### config.mk
export PLATFORM = sky130hd
export DESIGN_NAME = mul_div_unit
export DESIGN_NICKNAME = d
export VERILOG_FILES = /design/src/rtl/mul_div_unit.sv
export SDC_FILE = /design/constraint.sdc
export NUM_CORES = 2
export LEC_CHECK = 0
export CAP_MARGIN = 20
export CORE_MARGIN = 2
export CORE_UTILIZATION = 35
export CTS_CLUSTER_SIZE = 16
export DETAILED_ROUTE_END_ITERATION = 12
export SETUP_SLACK_MARGIN = 0.2
export SLEW_MARGIN = 40
export SYNTH_ARGS = -nofsm -noshare
export SYNTH_HDL_FRONTEND = slang
export SYNTH_SLANG_ARGS = --single-unit
### constraint.sdc
create_clock -name clk -period 72.7 [get_ports clk]
set_input_delay 21.81 -clock clk [delete_from_list [all_inputs] [get_ports clk]]
set_output_delay 21.81 -clock clk [all_outputs]
set_load 0.01 [all_outputs]
### src/rtl/mul_div_unit.sv
// Iterative RV64M multiply/divide unit: shift-add multiply and restoring divide, one bit per cycle.
// Signed operands are reduced to magnitudes on accept; the sign is restored when CALC hands off to DONE.
module mul_div_unit #(
   parameter int DATA_WIDTH    = 64,
   parameter int WORD_WIDTH    = 32,
   parameter int CONTROL_WIDTH = 4
) (
   input  logic                     clk,
   input  logic                     arst,
   input  logic                     i_valid,
   output logic                     o_ready,
   input  logic [CONTROL_WIDTH-1:0] i_op,
   input  logic [DATA_WIDTH-1:0]    i_src_1,
   input  logic [DATA_WIDTH-1:0]    i_src_2,
   input  logic                     i_flush,
   output logic                     o_valid,
   input  logic                     i_ready,
   output logic [DATA_WIDTH-1:0]    o_result
);

   localparam int CW      = $clog2(DATA_WIDTH + 1);
   localparam int PW      = 2 * DATA_WIDTH;
   localparam int W_SHIFT = DATA_WIDTH - WORD_WIDTH;

   localparam logic [1:0] S_IDLE = 2'd0;
   localparam logic [1:0] S_CALC = 2'd1;
   localparam logic [1:0] S_DONE = 2'd2;

   localparam logic [CONTROL_WIDTH-1:0] OP_MUL    = CONTROL_WIDTH'(0);
   localparam logic [CONTROL_WIDTH-1:0] OP_MULH   = CONTROL_WIDTH'(1);
   localparam logic [CONTROL_WIDTH-1:0] OP_MULHSU = CONTROL_WIDTH'(2);
   localparam logic [CONTROL_WIDTH-1:0] OP_MULHU  = CONTROL_WIDTH'(3);
   localparam logic [CONTROL_WIDTH-1:0] OP_DIV    = CONTROL_WIDTH'(4);
   localparam logic [CONTROL_WIDTH-1:0] OP_DIVU   = CONTROL_WIDTH'(5);
   localparam logic [CONTROL_WIDTH-1:0] OP_REM    = CONTROL_WIDTH'(6);
   localparam logic [CONTROL_WIDTH-1:0] OP_REMU   = CONTROL_WIDTH'(7);
   localparam logic [CONTROL_WIDTH-1:0] OP_MULW   = CONTROL_WIDTH'(8);
   localparam logic [CONTROL_WIDTH-1:0] OP_DIVW   = CONTROL_WIDTH'(9);
   localparam logic [CONTROL_WIDTH-1:0] OP_DIVUW  = CONTROL_WIDTH'(10);
   localparam logic [CONTROL_WIDTH-1:0] OP_REMW   = CONTROL_WIDTH'(11);
   localparam logic [CONTROL_WIDTH-1:0] OP_REMUW  = CONTROL_WIDTH'(12);

   logic [1:0]            r_state;
   logic [CW-1:0]         r_count;
   logic [DATA_WIDTH-1:0] r_result;
   logic                  r_isMul;
   logic                  r_isW;
   logic                  r_wantHigh;
   logic                  r_wantRem;
   logic                  r_negRes;
   logic                  r_negRem;
   logic [PW-1:0]         r_acc;
   logic [PW-1:0]         r_mcand;
   logic [DATA_WIDTH-1:0] r_mplier;
   logic [DATA_WIDTH-1:0] r_rem;
   logic [DATA_WIDTH-1:0] r_quo;
   logic [DATA_WIDTH-1:0] r_divisor;

   logic                  w_isMul;
   logic                  w_isW;
   logic                  w_signA;
   logic                  w_signB;
   logic                  w_wantHigh;
   logic                  w_wantRem;
   logic                  w_illegal;

   always_comb begin
      w_isMul    = 1'b0;
      w_isW      = 1'b0;
      w_signA    = 1'b0;
      w_signB    = 1'b0;
      w_wantHigh = 1'b0;
      w_wantRem  = 1'b0;
      w_illegal  = 1'b0;
      case (i_op)
         OP_MUL:    w_isMul = 1'b1;
         OP_MULH:   begin w_isMul = 1'b1; w_signA = 1'b1; w_signB = 1'b1; w_wantHigh = 1'b1; end
         OP_MULHSU: begin w_isMul = 1'b1; w_signA = 1'b1; w_wantHigh = 1'b1; end
         OP_MULHU:  begin w_isMul = 1'b1; w_wantHigh = 1'b1; end
         OP_DIV:    begin w_signA = 1'b1; w_signB = 1'b1; end
         OP_DIVU:   ;
         OP_REM:    begin w_signA = 1'b1; w_signB = 1'b1; w_wantRem = 1'b1; end
         OP_REMU:   w_wantRem = 1'b1;
         OP_MULW:   begin w_isMul = 1'b1; w_isW = 1'b1; end
         OP_DIVW:   begin w_isW = 1'b1; w_signA = 1'b1; w_signB = 1'b1; end
         OP_DIVUW:  w_isW = 1'b1;
         OP_REMW:   begin w_isW = 1'b1; w_signA = 1'b1; w_signB = 1'b1; w_wantRem = 1'b1; end
         OP_REMUW:  begin w_isW = 1'b1; w_wantRem = 1'b1; end
         default:   w_illegal = 1'b1;
      endcase
   end

   logic [DATA_WIDTH-1:0] w_srcAExt;
   logic [DATA_WIDTH-1:0] w_srcBExt;
   logic [DATA_WIDTH-1:0] w_opA;
   logic [DATA_WIDTH-1:0] w_opB;
   logic                  w_negA;
   logic                  w_negB;
   logic [DATA_WIDTH-1:0] w_absA;
   logic [DATA_WIDTH-1:0] w_absB;
   logic [DATA_WIDTH-1:0] w_minNeg;
   logic                  w_divZero;
   logic                  w_overflow;
   logic [DATA_WIDTH-1:0] w_specialResult;

   // W ops see their operands as N-bit values extended to full width before taking magnitudes.
   assign w_srcAExt = DATA_WIDTH'($signed(i_src_1[WORD_WIDTH-1:0]));
   assign w_srcBExt = DATA_WIDTH'($signed(i_src_2[WORD_WIDTH-1:0]));
   assign w_opA     = w_isW ? (w_signA ? w_srcAExt : DATA_WIDTH'(i_src_1[WORD_WIDTH-1:0])) : i_src_1;
   assign w_opB     = w_isW ? (w_signB ? w_srcBExt : DATA_WIDTH'(i_src_2[WORD_WIDTH-1:0])) : i_src_2;
   assign w_negA    = w_signA & w_opA[DATA_WIDTH-1];
   assign w_negB    = w_signB & w_opB[DATA_WIDTH-1];
   assign w_absA    = w_negA ? -w_opA : w_opA;
   assign w_absB    = w_negB ? -w_opB : w_opB;
   assign w_minNeg  = w_isW ? DATA_WIDTH'($signed({1'b1, {(WORD_WIDTH-1){1'b0}}}))
                            : {1'b1, {(DATA_WIDTH-1){1'b0}}};

   assign w_divZero  = ~w_isMul & ~w_illegal & (w_opB == '0);
   assign w_overflow = ~w_isMul & ~w_illegal & w_signA & (w_opA == w_minNeg) & (w_opB == '1);

   always_comb begin
      w_specialResult = '0;
      if (w_divZero)
         w_specialResult = w_wantRem ? (w_isW ? w_srcAExt : i_src_1) : '1;
      else if (w_overflow)
         w_specialResult = w_wantRem ? '0 : w_opA;
   end

   logic [CW-1:0]         w_iterLimit;
   logic [DATA_WIDTH:0]   w_remShift;
   logic [DATA_WIDTH:0]   w_remDiff;
   logic [PW-1:0]         w_prodFix;
   logic [DATA_WIDTH-1:0] w_quoFix;
   logic [DATA_WIDTH-1:0] w_remFix;
   logic [DATA_WIDTH-1:0] w_mulRes;
   logic [DATA_WIDTH-1:0] w_divSel;
   logic [DATA_WIDTH-1:0] w_divRes;
   logic [DATA_WIDTH-1:0] w_finalResult;

   assign w_iterLimit = r_isW ? CW'(WORD_WIDTH) : CW'(DATA_WIDTH);
   assign w_remShift  = {r_rem, r_quo[DATA_WIDTH-1]};
   assign w_remDiff   = w_remShift - {1'b0, r_divisor};

   // Sign restoration and result selection applied on the CALC -> DONE edge.
   assign w_prodFix     = r_negRes ? -r_acc : r_acc;
   assign w_quoFix      = r_negRes ? -r_quo : r_quo;
   assign w_remFix      = r_negRem ? -r_rem : r_rem;
   assign w_mulRes      = r_isW      ? DATA_WIDTH'($signed(w_prodFix[WORD_WIDTH-1:0])) :
                          r_wantHigh ? w_prodFix[PW-1:DATA_WIDTH] : w_prodFix[DATA_WIDTH-1:0];
   assign w_divSel      = r_wantRem ? w_remFix : w_quoFix;
   assign w_divRes      = r_isW ? DATA_WIDTH'($signed(w_divSel[WORD_WIDTH-1:0])) : w_divSel;
   assign w_finalResult = r_isMul ? w_mulRes : w_divRes;

   always_ff @(posedge clk or posedge arst) begin
      if (arst) begin
         r_state    <= S_IDLE;
         r_count    <= '0;
         r_result   <= '0;
         r_isMul    <= 1'b0;
         r_isW      <= 1'b0;
         r_wantHigh <= 1'b0;
         r_wantRem  <= 1'b0;
         r_negRes   <= 1'b0;
         r_negRem   <= 1'b0;
         r_acc      <= '0;
         r_mcand    <= '0;
         r_mplier   <= '0;
         r_rem      <= '0;
         r_quo      <= '0;
         r_divisor  <= '0;
      end else begin
         case (r_state)
            S_IDLE: begin
               if (i_valid && !i_flush) begin
                  r_isMul    <= w_isMul;
                  r_isW      <= w_isW;
                  r_wantHigh <= w_wantHigh;
                  r_wantRem  <= w_wantRem;
                  r_negRes   <= w_negA ^ w_negB;
                  r_negRem   <= w_negA;
                  r_count    <= '0;
                  r_acc      <= '0;
                  r_mcand    <= PW'(w_absA);
                  r_mplier   <= w_absB;
                  r_rem      <= '0;
                  // Left-align a W dividend so the restoring loop consumes its top bit first.
                  r_quo      <= w_isW ? (w_absA << W_SHIFT) : w_absA;
                  r_divisor  <= w_absB;
                  if (w_illegal) begin
                     r_result <= '0;
                     r_state  <= S_DONE;
                  end else if (w_divZero || w_overflow) begin
                     r_result <= w_specialResult;
                     r_state  <= S_DONE;
                  end else begin
                     r_state  <= S_CALC;
                  end
               end
            end
            S_CALC: begin
               if (i_flush) begin
                  r_state <= S_IDLE;
                  r_count <= '0;
               end else if (r_count == w_iterLimit) begin
                  r_result <= w_finalResult;
                  r_state  <= S_DONE;
                  r_count  <= '0;
               end else begin
                  r_count <= r_count + CW'(1);
                  if (r_isMul) begin
                     if (r_mplier[0])
                        r_acc <= r_acc + r_mcand;
                     r_mcand  <= r_mcand << 1;
                     r_mplier <= r_mplier >> 1;
                  end else if (!w_remDiff[DATA_WIDTH]) begin
                     r_rem <= w_remDiff[DATA_WIDTH-1:0];
                     r_quo <= {r_quo[DATA_WIDTH-2:0], 1'b1};
                  end else begin
                     r_rem <= w_remShift[DATA_WIDTH-1:0];
                     r_quo <= {r_quo[DATA_WIDTH-2:0], 1'b0};
                  end
               end
            end
            S_DONE: begin
               if (i_flush || i_ready)
                  r_state <= S_IDLE;
            end
            default: r_state <= S_IDLE;
         endcase
      end
   end

   assign o_ready  = (r_state == S_IDLE);
   assign o_valid  = (r_state == S_DONE);
   assign o_result = r_result;

endmodule

==> results.yml <==
status:
  status: "complete, no violations"
power_and_ir_drop:
  peakVddDrop_mv: 0.01970
  power.density_nw_per_um2: 40.57
  p_leak_uw: 0.02248
detailed_routing:
  drt-initial-drc-count: 5663
  drtPass1Iterations: 6
  routedWlPerCell_um: 26.50
  drc: 0
  num_vias: 48680
  viasPerCell: 6.140
  postRouteAntennaNets: 0
  totalWireLength_mm: 210.1
yosys:
  ys_warn_count: 0
  synth_nets: 6454
  synth_edf_count: 0
  avgSynthCellArea_um2: 7.734
  synth-seq-cells: 591
  synth_flop_cell: "dfrtp_1"
  syn_area_um2: 47300
  yosysSeqAreaShare_pct: 31.27
  ys_types: 94
  netlist_instances: 6116
  synthArstFlopShare_pct: 100.0
place:
  dpl-instance-area_um2: 50950
  gp_congestion: 1.014
  dp.cells: 7769
  dp_hpwl_mm: 162.1
  port_buffers: 202
timing:
  slew_headroom_pct: 35.32
  maxSlewViolCount: 0
  rsz0062_at_grt: "false"
  fin_skew_ns: 0.03726
  setup_tns_ns: 0
  min_period_over_period_pct: 37.70
  whs_ns: 0.4753
  worst_pin_slew_ns: 0.9613
  fmax_mhz: 36.49
  period_minus_slack_ns: 27.41
  setup_viol: 0
  hold_violations: 0
floorplan:
  die-area_um2: 138100
  die_h_um: 371.6
  core-area_um2: 133800
  io_pins: 203
  rows: 134
  initial_core_util_pct: 35.35
  die-width_um: 371.6
global_route:
  grt_pass1_vias: 45030
  grt_pass1_wl_mm: 307.7
  grt_max_degree: 131
  antenna_found_initial: 21
  grt-ovfl-total: 0
  grtUsageTotal_pct: 29.72
job:
  drv_cap: 0
clock_tree:
  clk_latency_ns: 0.70
  htree_num_levels: 3
  cts_hold_buf: 0
  cts_tree: "done"
  post_cts_buffers: 0
  tritoncts.num_buffers: 77
  ctsResizeCount: 0
  root_buffer: "clkbuf_16"
  clockBufferDepth: 3
  clk_pin_slew_ns: 0.06
  cts.sinks: 591
worst_setup_path:
  path_cells: "clkdlybuf4s50_1 > o21ai_0 > and2_2 > buf_4 > a21oi_1 > nor4_1 > nand3_1 > nand4_1 > and3_4 > buf_6 > o21ai_1 > o21bai_1 > a211oi_1 > a21oi_1"
  worstSetupPathType: "in -> reg"
  worstPathMaxFanout: 80
  cp.buffers_inverters: 3
  cp.arrival_ns: 27.94
  end_kind: "register"
  crit_path_max_incr_delay_ns: 0.75
  worstPathRequired_ns: 73.23
  critPathTopFamily: "simple AND/OR/NAND/NOR gates"
  crit_top_cell: "a21oi_1"
  startpoint_type: "input pin"
  crit_path_top_delay_cell: "clkdlybuf4s50_1"
finish:
  area.growth.synth_to_final_pct: 14.11
  utilization_pct: 40.34
  final_cells: 7928
  fill_cells: 13770
  fin_nets: 6421
  finish.instance_area_um2: 53970
  drive_gt1_share_pct: 5.304
hold_path:
  worstHoldPathType: "reg -> reg"
## layout by cell type, fill, tap and decap left out, types with 41 or more instances in the layout
cell type / instances
a21o_1: 96
a21oi_1: 564
a221oi_1: 41
a22o_1: 89
a31oi_1: 66
and3_1: 43
buf_4: 58
clkbuf_16: 79
clkdlybuf4s50_1: 201
dfrtp_1: 588
ha_1: 199
inv_1: 144
mux2i_1: 42
nand2_1: 708
nand2b_1: 45
nand3_1: 191
nand4_1: 101
nor2_1: 518
nor3_1: 111
nor4_1: 47
o211ai_1: 65
o21ai_0: 761
o21bai_1: 46
o31ai_1: 123
o41ai_1: 53
or3_1: 82
or4_1: 45
xnor2_1: 236
xor2_1: 251
## layer usage
layer	global-route usage (%)	up-vias	wire, um
met5	0	-	127
met4	12.54	17	9095
met3	6.069	336	18420
met2	43.86	2106	90170
met1	41.90	23870	92250
li1	-	22350	-
## cells in the mapped netlist (101+ instances only)
| cell type | number | share of area, % |
|---|---|---|
| a21oi_1 | 566 | 6.0 |
| clkbuf_1 | 345 | 2.7 |
| dfrtp_1 | 591 | 31 |
| ha_1 | 199 | 5.3 |
| inv_1 | 145 | 1.2 |
| nand2_1 | 713 | 5.7 |
| nand3_1 | 192 | 2.0 |
| nand4_1 | 101 | 1.3 |
| nor2_1 | 527 | 4.2 |
| nor3_1 | 112 | 1.2 |
| o21ai_0 | 764 | 8.1 |
| o31ai_1 | 123 | 2.0 |
| xnor2_1 | 242 | 4.5 |
| xor2_1 | 253 | 4.7 |
## flip-flops by register name, indices dropped and copies added, names as in the netlist
signal and cells:
r_rem 64, r_wantRem 1, r_state 2, r_isMul 1, r_mplier 64, o_result 64
r_negRes 1, r_acc 128, r_wantHigh 1, r_isW 1, r_quo 64, r_count 7
r_divisor 64, r_negRem 1, r_mcand 128
## per-stage QoR
step           setup slack, ns  power, uW
3_5_place_dp             44.50       1708
6_report                 45.29       2190
2_1_floorplan            34.35       1247
5_1_grt                  45.04       2301
4_1_cts                  45.23       2154
3_3_place_gp             44.21       1699
## power by group
group          total, uW  internal [uW]  switching [uW]
registers            561            427             134
clock network        440            270             170
logic               1190            389             800
total               2190           1090            1100
## cell type report
cell class	count	area [um2]	area share, %
antenna	14	35.03	0.06491
clock buffer	103	2237	4.145
clock inverter	39	610.6	1.131
inverter	147	559.3	1.036
multi-input combinational	4987	30790	57.05
sequential	591	14800	27.42
tap	1768	2212	4.098
timing repair buffer	279	2726	5.051
## cells by family after synthesis
group / Yosys count / synth area share, %
AO/OA/AOI/OAI: 2170 / 28.22
AND/OR/NAND/NOR: 2068 / 20.57
flip-flops: 591 / 31.27
buffers and inverters: 538 / 4.290
XOR/XNOR: 495 / 9.165
adder cells (fa/ha/maj): 201 / 5.349
multiplexers: 53 / 1.148
## path summary, 6_finish.rpt
| path | start | to | slack [ns] | cells after the start |
|---|---|---|---|---|
| worst max-delay path | i_op[2] | o_result[48]$_DFFE_PP0P_ | 45.29 | 14 |
| worst min-delay path | r_divisor[60]$_DFFE_PP0P_ | r_divisor[60]$_DFFE_PP0P_ | 0.48 | 2 |
| worst max register to register | r_quo[63]$_DFFE_PP0P_ | r_quo[0]$_DFFE_PP0P_ | 67.03 | 16 |
| worst min register to register | r_divisor[60]$_DFFE_PP0P_ | r_divisor[60]$_DFFE_PP0P_ | 0.48 | 2 |
| max in group asynchronous | arst | r_rem[9]$_DFFE_PP0P_ | 48.56 | 5 |
| min in group asynchronous | arst | r_acc[100]$_DFFE_PP0P_ | 21.60 | 2 |
## worst reg2reg max path, delay by kind of cell, from the launching register on
kind,cells,cell delay (ns)
AO/OA/AOI/OAI,8,2.62
flip-flops,1,0.36
adder cells (fa/ha/maj),2,0.54
AND/OR/NAND/NOR,3,1.11
buffers and inverters,3,0.90
No activity file was read; power rests on OpenSTA's default activity.
